==> src/rtl/spi_ram_ctrl_if.sv <==
// rtl/spi_ram_ctrl_if.sv - command/response and RAM bus bundle for spi_ram_ctrl
//
// Purpose: groups every non-clock signal of spi_ram_ctrl into one bundle.
// Ports (as seen from the controller, modport master):
//   rx_data[9:0]   in   command word: [9:8] command, [7:0] address or data
//   rx_valid       in   one-cycle strobe qualifying rx_data
//   tx_data[7:0]   out  read data returned to the SPI slave
//   tx_valid       out  one-cycle strobe qualifying tx_data
//   ram_en         out  RAM access enable
//   ram_we         out  RAM write enable (meaningful only with ram_en)
//   ram_addr[7:0]  out  RAM address
//   ram_wdata[7:0] out  RAM write data
//   ram_rdata[7:0] in   RAM read data, valid the cycle after a read access
//   busy           out  controller is not idle
//   err[1:0]       out  sticky flags: [0] overrun, [1] illegal request
// The slave modport is the environment side (SPI slave plus RAM).
interface spi_ram_ctrl_if;
   logic [9:0] rx_data;
   logic       rx_valid;
   logic [7:0] tx_data;
   logic       tx_valid;
   logic       ram_en;
   logic       ram_we;
   logic [7:0] ram_addr;
   logic [7:0] ram_wdata;
   logic [7:0] ram_rdata;
   logic       busy;
   logic [1:0] err;

   modport master (
      input  rx_data, rx_valid, ram_rdata,
      output tx_data, tx_valid, ram_en, ram_we, ram_addr, ram_wdata, busy, err
   );

   modport slave (
      output rx_data, rx_valid, ram_rdata,
      input  tx_data, tx_valid, ram_en, ram_we, ram_addr, ram_wdata, busy, err
   );
endinterface

==> src/rtl/spi_ram_ctrl.sv <==
// rtl/spi_ram_ctrl.sv - SPI command word to single-port RAM access controller
//
// Purpose: decodes 10-bit command words from an SPI slave into RAM writes and
// reads. cmd 00 sets the write address, cmd 01 writes a byte, cmd 10 sets the
// read address, cmd 11 reads a byte back onto tx_data/tx_valid.
// Ports:
//   SCK    in  single clock, all state changes on its rising edge
//   rst_n  in  asynchronous active-low reset
//   bus    spi_ram_ctrl_if.master (rx/tx command stream, RAM bus, busy, err)
// Parameter: MEM_DEPTH (2..256) RAM words; addresses at or above it are illegal
// and auto-incremented addresses wrap from MEM_DEPTH-1 to 0.
// Optional feature macro: SPI_RAM_ADDR_AUTOINC_EN - when defined, wr_addr steps
// after each write and rd_addr after each completed read.
module spi_ram_ctrl #(
   parameter int MEM_DEPTH = 256
) (
   input logic             SCK,
   input logic             rst_n,
   spi_ram_ctrl_if.master  bus
);

   typedef enum logic [1:0] {
      IDLE     = 2'd0,
      WRITE    = 2'd1,
      RD_ISSUE = 2'd2,
      RD_WAIT  = 2'd3
   } state_t;

   localparam logic [8:0] DEPTH9 = 9'(MEM_DEPTH);

`ifdef SPI_RAM_ADDR_AUTOINC_EN
   localparam logic [7:0] LAST_ADDR = 8'(MEM_DEPTH - 1);

   function automatic logic [7:0] next_addr(input logic [7:0] a);
      return (a == LAST_ADDR) ? 8'd0 : a + 8'd1;
   endfunction
`endif

   state_t     state_q, state_d;
   logic [7:0] wr_addr_q, wr_addr_d;
   logic [7:0] rd_addr_q, rd_addr_d;
   logic       rd_addr_vld_q, rd_addr_vld_d;
   logic [7:0] tx_data_q, tx_data_d;
   logic       tx_valid_q, tx_valid_d;
   logic       ram_en_q, ram_en_d;
   logic       ram_we_q, ram_we_d;
   logic [7:0] ram_addr_q, ram_addr_d;
   logic [7:0] ram_wdata_q, ram_wdata_d;
   logic       busy_q, busy_d;
   logic [1:0] err_q, err_d;

   logic       addr_in_range;

   // Address field of cmd 00/10 must name an existing RAM word.
   assign addr_in_range = ({1'b0, bus.rx_data[7:0]} < DEPTH9);

   always_ff @(posedge SCK or negedge rst_n) begin
      if (!rst_n) begin
         state_q       <= IDLE;
         wr_addr_q     <= 8'd0;
         rd_addr_q     <= 8'd0;
         rd_addr_vld_q <= 1'b0;
         tx_data_q     <= 8'd0;
         tx_valid_q    <= 1'b0;
         ram_en_q      <= 1'b0;
         ram_we_q      <= 1'b0;
         ram_addr_q    <= 8'd0;
         ram_wdata_q   <= 8'd0;
         busy_q        <= 1'b0;
         err_q         <= 2'b00;
      end else begin
         state_q       <= state_d;
         wr_addr_q     <= wr_addr_d;
         rd_addr_q     <= rd_addr_d;
         rd_addr_vld_q <= rd_addr_vld_d;
         tx_data_q     <= tx_data_d;
         tx_valid_q    <= tx_valid_d;
         ram_en_q      <= ram_en_d;
         ram_we_q      <= ram_we_d;
         ram_addr_q    <= ram_addr_d;
         ram_wdata_q   <= ram_wdata_d;
         busy_q        <= busy_d;
         err_q         <= err_d;
      end
   end

   // Next-state logic. Outputs are computed alongside the state so that they
   // are registered together: ram_en is high exactly while the state register
   // holds WRITE or RD_ISSUE, and tx_valid is high the cycle after RD_WAIT.
   always_comb begin
      state_d       = state_q;
      wr_addr_d     = wr_addr_q;
      rd_addr_d     = rd_addr_q;
      rd_addr_vld_d = rd_addr_vld_q;
      tx_data_d     = tx_data_q;
      tx_valid_d    = 1'b0;
      ram_en_d      = 1'b0;
      ram_we_d      = 1'b0;
      ram_addr_d    = ram_addr_q;
      ram_wdata_d   = ram_wdata_q;
      err_d         = err_q;

      case (state_q)
         IDLE: begin
            if (bus.rx_valid) begin
               case (bus.rx_data[9:8])
                  2'b00: begin
                     if (addr_in_range) wr_addr_d = bus.rx_data[7:0];
                     else               err_d[1]  = 1'b1;
                  end
                  2'b01: begin
                     state_d     = WRITE;
                     ram_en_d    = 1'b1;
                     ram_we_d    = 1'b1;
                     ram_addr_d  = wr_addr_q;
                     ram_wdata_d = bus.rx_data[7:0];
`ifdef SPI_RAM_ADDR_AUTOINC_EN
                     wr_addr_d   = next_addr(wr_addr_q);
`endif
                  end
                  2'b10: begin
                     if (addr_in_range) begin
                        rd_addr_d     = bus.rx_data[7:0];
                        rd_addr_vld_d = 1'b1;
                     end else begin
                        err_d[1] = 1'b1;
                     end
                  end
                  2'b11: begin
                     if (rd_addr_vld_q) begin
                        state_d    = RD_ISSUE;
                        ram_en_d   = 1'b1;
                        ram_addr_d = rd_addr_q;
                     end else begin
                        err_d[1] = 1'b1;
                     end
                  end
               endcase
            end
         end
         WRITE: begin
            state_d = IDLE;
         end
         RD_ISSUE: begin
            state_d = RD_WAIT;
         end
         RD_WAIT: begin
            // RAM data for the RD_ISSUE access is valid during this cycle.
            state_d    = IDLE;
            tx_data_d  = bus.ram_rdata;
            tx_valid_d = 1'b1;
`ifdef SPI_RAM_ADDR_AUTOINC_EN
            rd_addr_d  = next_addr(rd_addr_q);
`endif
         end
         default: begin
            state_d = IDLE;
         end
      endcase

      // A strobe arriving while a command is in flight is dropped.
      if (bus.rx_valid && (state_q != IDLE)) err_d[0] = 1'b1;

      busy_d = (state_d != IDLE);
   end

   assign bus.tx_data   = tx_data_q;
   assign bus.tx_valid  = tx_valid_q;
   assign bus.ram_en    = ram_en_q;
   assign bus.ram_we    = ram_we_q;
   assign bus.ram_addr  = ram_addr_q;
   assign bus.ram_wdata = ram_wdata_q;
   assign bus.busy      = busy_q;
   assign bus.err       = err_q;

endmodule

==> src/flat_wrapper.sv <==
// flat-port wrapper written by rule: the top's interface ports become plain ports
module spi_ram_ctrl_flat 
#(
   parameter int MEM_DEPTH = 256
)
  (SCK, rst_n, bus_rx_data, bus_rx_valid, bus_ram_rdata, bus_tx_data, bus_tx_valid, bus_ram_en, bus_ram_we, bus_ram_addr, bus_ram_wdata, bus_busy, bus_err);
  spi_ram_ctrl_if bus_i ();
  input logic SCK;
  input logic rst_n;
  input wire logic [$bits(bus_i.rx_data)-1:0] bus_rx_data;
  input wire logic [$bits(bus_i.rx_valid)-1:0] bus_rx_valid;
  input wire logic [$bits(bus_i.ram_rdata)-1:0] bus_ram_rdata;
  output wire logic [$bits(bus_i.tx_data)-1:0] bus_tx_data;
  output wire logic [$bits(bus_i.tx_valid)-1:0] bus_tx_valid;
  output wire logic [$bits(bus_i.ram_en)-1:0] bus_ram_en;
  output wire logic [$bits(bus_i.ram_we)-1:0] bus_ram_we;
  output wire logic [$bits(bus_i.ram_addr)-1:0] bus_ram_addr;
  output wire logic [$bits(bus_i.ram_wdata)-1:0] bus_ram_wdata;
  output wire logic [$bits(bus_i.busy)-1:0] bus_busy;
  output wire logic [$bits(bus_i.err)-1:0] bus_err;
  assign bus_i.rx_data = bus_rx_data;
  assign bus_i.rx_valid = bus_rx_valid;
  assign bus_i.ram_rdata = bus_ram_rdata;
  assign bus_tx_data = bus_i.tx_data;
  assign bus_tx_valid = bus_i.tx_valid;
  assign bus_ram_en = bus_i.ram_en;
  assign bus_ram_we = bus_i.ram_we;
  assign bus_ram_addr = bus_i.ram_addr;
  assign bus_ram_wdata = bus_i.ram_wdata;
  assign bus_busy = bus_i.busy;
  assign bus_err = bus_i.err;
  spi_ram_ctrl #(.MEM_DEPTH(MEM_DEPTH)) u_core (.SCK(SCK), .rst_n(rst_n), .bus(bus_i));
endmodule
==> config.mk <==
export PLATFORM = sky130hd
export DESIGN_NAME = spi_ram_ctrl_flat
export DESIGN_NICKNAME = d
export VERILOG_FILES = /design/src/rtl/spi_ram_ctrl_if.sv /design/src/rtl/spi_ram_ctrl.sv /design/src/flat_wrapper.sv
export SDC_FILE = /design/constraint.sdc
export NUM_CORES = 1
export LEC_CHECK = 0
export CORE_MARGIN = 3
export CORE_UTILIZATION = 48
export DETAILED_ROUTE_END_ITERATION = 8
export GPL_TIMING_DRIVEN = 0
export HOLD_SLACK_MARGIN = 0.02
export PLACE_DENSITY = 0.76
export SLEW_MARGIN = 30
export SYNTH_ARGS = -nofsm -noshare
export SYNTH_HDL_FRONTEND = slang
export SYNTH_SLANG_ARGS = --single-unit
==> constraint.sdc <==
create_clock -name SCK -period 1.9 [get_ports SCK]
set_input_delay 0.38 -clock SCK [delete_from_list [all_inputs] [get_ports SCK]]
set_output_delay 0.38 -clock SCK [all_outputs]
set_load 0.02 [all_outputs]
After elaboration in Yosys (flattened, before gate mapping). Cells that the tools add are included.

Equality and inequality tests: 7. Mux-type cells: 14. Bitwise gates (word level): 1. Reduce and logical (&&, ||, !) cells: 12.

Operators by type and width (count): $pmux 8 s2 (1); $reduce_and 3->1 (3); $eq 2x2->1 const B (4); $mux 8 (1); $reduce_and 4->1 (2); $mux 1 (7); $pmux 2 s3 (1); $reduce_bool 2->1 (3); $eq 2x1->1 const B (2); $logic_not 2->1 (2); $mux 2 (2); $pmux 2 s2 (1); $ne 2x1->1 const B (1); $pmux 1 s2 (1); $reduce_or 2->1 (1); $logic_and 1x1->1 (1); $not 1->1 (1).

Flip-flop bits (word level): 49. Logic and storage cells: 47.

Logic depth before layout (Yosys ltp).
Depth in word-level cells: 5. Gate-level depth with buffers: 4. Depth with buffers taken out: 3.

Least setup slack after synthesis. No wires, ideal clock.

Kind: register to register. From: register u_core.state_q[0]. To: register u_core.rd_addr_q[0]. Library setup time: 0.125 ns. Arrival: 1.620 ns. Required time: 1.775 ns. Setup slack: 0.155 ns. Stages on the path, launching flop included: 5. Path buffers: 1. Period minus slack after synthesis: 1.745 ns. Cell sequence: dfrtp_1 > or3b_4 > or3b_1 > buf_6 > mux2_4.

Cells in the longest elaborated chain, start to end: 2.

RTL lines: from (decl) (line spi_ram_ctrl.sv:39) `state_t state_q, state_d;`; from (signal assigned) (line spi_ram_ctrl.sv:72) `state_q <= state_d;`; $logic_not 2->1 (line spi_ram_ctrl.sv:103) `case (state_q)`; $reduce_and 3->1 (no line); to (signal assigned) (line spi_ram_ctrl.sv:74) `rd_addr_q <= rd_addr_d;`; to (decl) (line spi_ram_ctrl.sv:41) `logic [7:0] rd_addr_q, rd_addr_d;`.

No other way between the ends. A chain may end at the register's enable or synchronous reset.

Worst setup path after layout.
From: register u_core.state_q[0]. To: register u_core.rd_addr_q[7].

Same word-level chain as after synthesis.

==> impl_metrics.csv <==
group,metric,value,unit
status,status,"completed",
yosys,synth_ff_type,"dfrtp_1",
floorplan,io_pins,51,
clocking,htreeDepth,2,
setup_path,r2r_start,"u_core.state_q[0]",
yosys,synth-async-reset-ratio,100,%
route,vias,1173,
yosys,synth_area_leader_cell,"dfrtp_1",
yosys,netlist_area,0.00195,mm2
route,wl_met1,1590,um
route,wire_per_inst,16.7,um
setup_path,path_delay_family,"simple AND/OR/NAND/NOR gates",
setup_path,rr_worst_depth,4,
setup_path,path_cells,"or3b_4, or3b_1, buf_6, mux2_4",
clocking,cts.sinks,49,
yosys,synth_seq_cells,49,
yosys,yosysUniqueCellTypes,19,
place,io_buffer_count,50,
finish,seq_area,0.00123,mm2
yosys,ys_warn_count,0,
route,first_iter_violations,63,
route,routed-wl-met2,2020,um
timing,worst_slew_pin_slew,592,ps
setup_path,critPathKind,"flip-flop to flip-flop",
setup_path,crit_fanout,9,
clocking,clk_path_buf_depth,2,
global_route,grt_pass1_vias,1343,
timing,period_share,97.6,%
global_route,grt_usage,17.0,%
yosys,synth_nets,143,
floorplan,initial_core_util,51.6,%
yosys,avgSynthCellArea,15.9,um2
power_and_ir_drop,power.leakage,1.15,nW
clocking,clk_root_buffer_cell,"clkbuf_8",
power_and_ir_drop,internal_power,2.83,mW
floorplan,die_x,69.7,um
finish,drive_above_1_share,33.5,%
setup_path,start_kind,"flip-flop",
global_route,grt_max_degree,50,
clocking,clock_latency,290,ps
route,ant_nets,0,
floorplan,die_area,0.00485,mm2
timing,finalSetupViolCount,0,
route,topRoutingLayerUsed,"met4",
power_and_ir_drop,power_frac_seq,42.7,%
power_and_ir_drop,power_density,1590,mW/mm2
yosys,synth_most_common_cell,"dfrtp_1",
timing,fmax,539,MHz
yosys,synth_edf_count,0,
yosys,syn_inst,122,
floorplan,rows,22,
flow_run,drv_cap,0,
route,firstDrtPassIters,4,
power_and_ir_drop,power,4.13,mW
setup_path,critical_path.slowest_cell,"or3b_4",
timing,fin_crit,1850,ps
finish,area_delta_synth_final,33.6,%
setup_path,cpPeakStageDelay,450,ps
timing,hold_slack,89.9,ps
yosys,synth_common_cells,"49 x dfrtp_1, 40 x mux2_2, 8 x mux2_4",
global_route,grt-ovfl-total,0,
setup_path,end_kind,"flip-flop",
power_and_ir_drop,p_comb_share,42.7,%
timing,max_slew_margin,60.5,%
route,routed-wl-met3,132,um
timing,rsz0062_at_grt,"no",
global_route,grt_pass1_wl,6490,um
yosys,yosysSeqAreaShare,63.0,%
clocking,clk_pin_slew,80,ps
timing,hold_violations,0,
clocking,numCtsBuffers,5,
clocking,cts_setup_buffers,0,
route,routed_wl,3790,um
clocking,tritoncts,"yes",
yosys,yosysTopAreaCellShare,63.0,%
timing,fin_skew,3.08,ps
finish,multiInputGateArea,686,um2
setup_path,cp.required,2080,ps
setup_path,arrival,2030,ps
place,gp_congestion,0.685,
global_route,grt_antenna_before_repair,0,
route,viasPerCell,5.17,
finish,n_fill_cell,247,
power_and_ir_drop,clockPowerShare,14.6,%
min_path,hp-class,"input port to asynchronous set/reset pin",
route,drc,0,
yosys,ys_top_cells_by_area,"dfrtp_1 63%, mux2_2 23%, mux2_4 6.2%, inv_1 0.96%, nand2b_1 0.96%",
power_and_ir_drop,vdd_drop_max,0.877,mV
power_and_ir_drop,p_sw,1.30,mW
setup_path,r2r_slack,50,ps
setup_path,path_buf_inv,1,
floorplan,core_area,0.00377,mm2
place,dpl.hpwl,2640,um
setup_path,regToRegEndpoint,"u_core.rd_addr_q[7]",
power_and_ir_drop,p_sw_share,31.6,%
finish,fin_nets,200,
timing,drv_slew,0,
finish,n_antenna_cell,0,
floorplan,dieHeight,69.7,um
[how the worst max path moves through the flow]
| stage | slack, ps | from | cells after the start | end |
|---|---|---|---|---|
| floorplan | 150 | u_core.state_q[0] | 4 | u_core.rd_addr_q[0] |
| global placement | -780 | rst_n | 1 | u_core.bus.tx_data[0] |
| detailed placement | -580 | bus_rx_valid | 4 | u_core.wr_addr_q[2] |
| CTS | 50 | u_core.state_q[0] | 4 | u_core.rd_addr_q[5] |
| global route | 5 | u_core.state_q[0] | 4 | u_core.rd_addr_q[0] |
| finish | 50 | u_core.state_q[0] | 4 | u_core.rd_addr_q[7] |
[per-layer routing]
layer / vias to the layer above / GRT usage, %
met4: 0 / 5.74
met2: 27 / 29.9
met3: 4 / 4.20
met1: 607 / 20.3
li1: 535 / -
met5: - / 0
[flip-flops by register name, summed over array words and instances, names as in the netlist]
| register | cells |
|---|---|
| u_core.bus.busy | 1 |
| u_core.state_q | 2 |
| u_core.bus.ram_en | 1 |
| u_core.bus.err | 2 |
| u_core.rd_addr_q | 8 |
| u_core.bus.ram_addr | 8 |
| u_core.bus.tx_data | 8 |
| u_core.rd_addr_vld_q | 1 |
| u_core.wr_addr_q | 8 |
| u_core.bus.tx_valid | 1 |
| u_core.bus.ram_wdata | 8 |
| u_core.bus.ram_we | 1 |
[layout make-up]
cell class | count | share of cell area (%)
sequential | 49 | 47.2
multi-input combinational | 65 | 26.4
timing repair buffer | 50 | 19.1
clock buffer | 7 | 3.32
tap | 48 | 2.31
buffer | 3 | 1.01
inverter | 5 | 0.722
[kinds of logic (layout without fill, tap and decap cells)]
group                  count (synthesis)  after routing  share of synthesized area, %
AOI/OAI and AO/OA                      5              5                          1.48
buffers and inverters                  8             65                          2.06
DFF                                   49             49                          63.0
muxes                                 48             48                          29.3
and+or+nand+nor                       12             12                          4.12
[per-stage QoR]
step	instance area, um2	TNS [ps]	utilization [%]	instances	setup slack, ps
6_report	2600	0	68.9	227	45.8
5_1_grt	2600	0	68.9	227	4.95
4_1_cts	2600	0	68.9	227	54.5
3_5_place_dp	2500	-14270	66.4	220	-581
3_3_place_gp	2510	-51160	66.5	220	-781
2_1_floorplan	1950	0	-	122	155
[repair_timing]
item,in CTS,in global routing
hold buffers,0,0
endpoints found under the setup margin,32,1
pin swaps,0,0
gates resized for setup,3,1
[layout by cell type (no fill, tap or decap)]
cell type        synthesis  layout
a21oi_1                  1       1
a31oi_1                  1       1
buf_4                    0       2
buf_6                    1       1
clkbuf_1                 0       1
clkbuf_4                 0       1
clkbuf_8                 0       6
clkdlybuf4s50_1          0      48
dfrtp_1                 49      49
dlygate4sd2_1            0       1
inv_1                    5       5
mux2_2                  40      40
mux2_4                   8       8
nand2_1                  2       2
nand2b_1                 3       3
nand4_1                  1       1
nor2_1                   1       1
nor3_4                   0       1
nor3b_1                  1       1
o21ai_0                  2       2
o31ai_1                  1       1
or3_1                    1       1
or3b_1                   1       1
or3b_4                   1       1
[power groups by stage]
stage | combinational (mW) | clock (mW) | sequential (mW)
floorplan | 0.667 | 0 | 2.09
global placement | 1.73 | 0 | 1.74
detailed placement | 1.78 | 0 | 1.79
CTS | 1.79 | 0.608 | 1.77
global route | 1.88 | 0.659 | 1.82
finish | 1.76 | 0.601 | 1.76
Note: power is estimated with default switching activity, not from simulation.
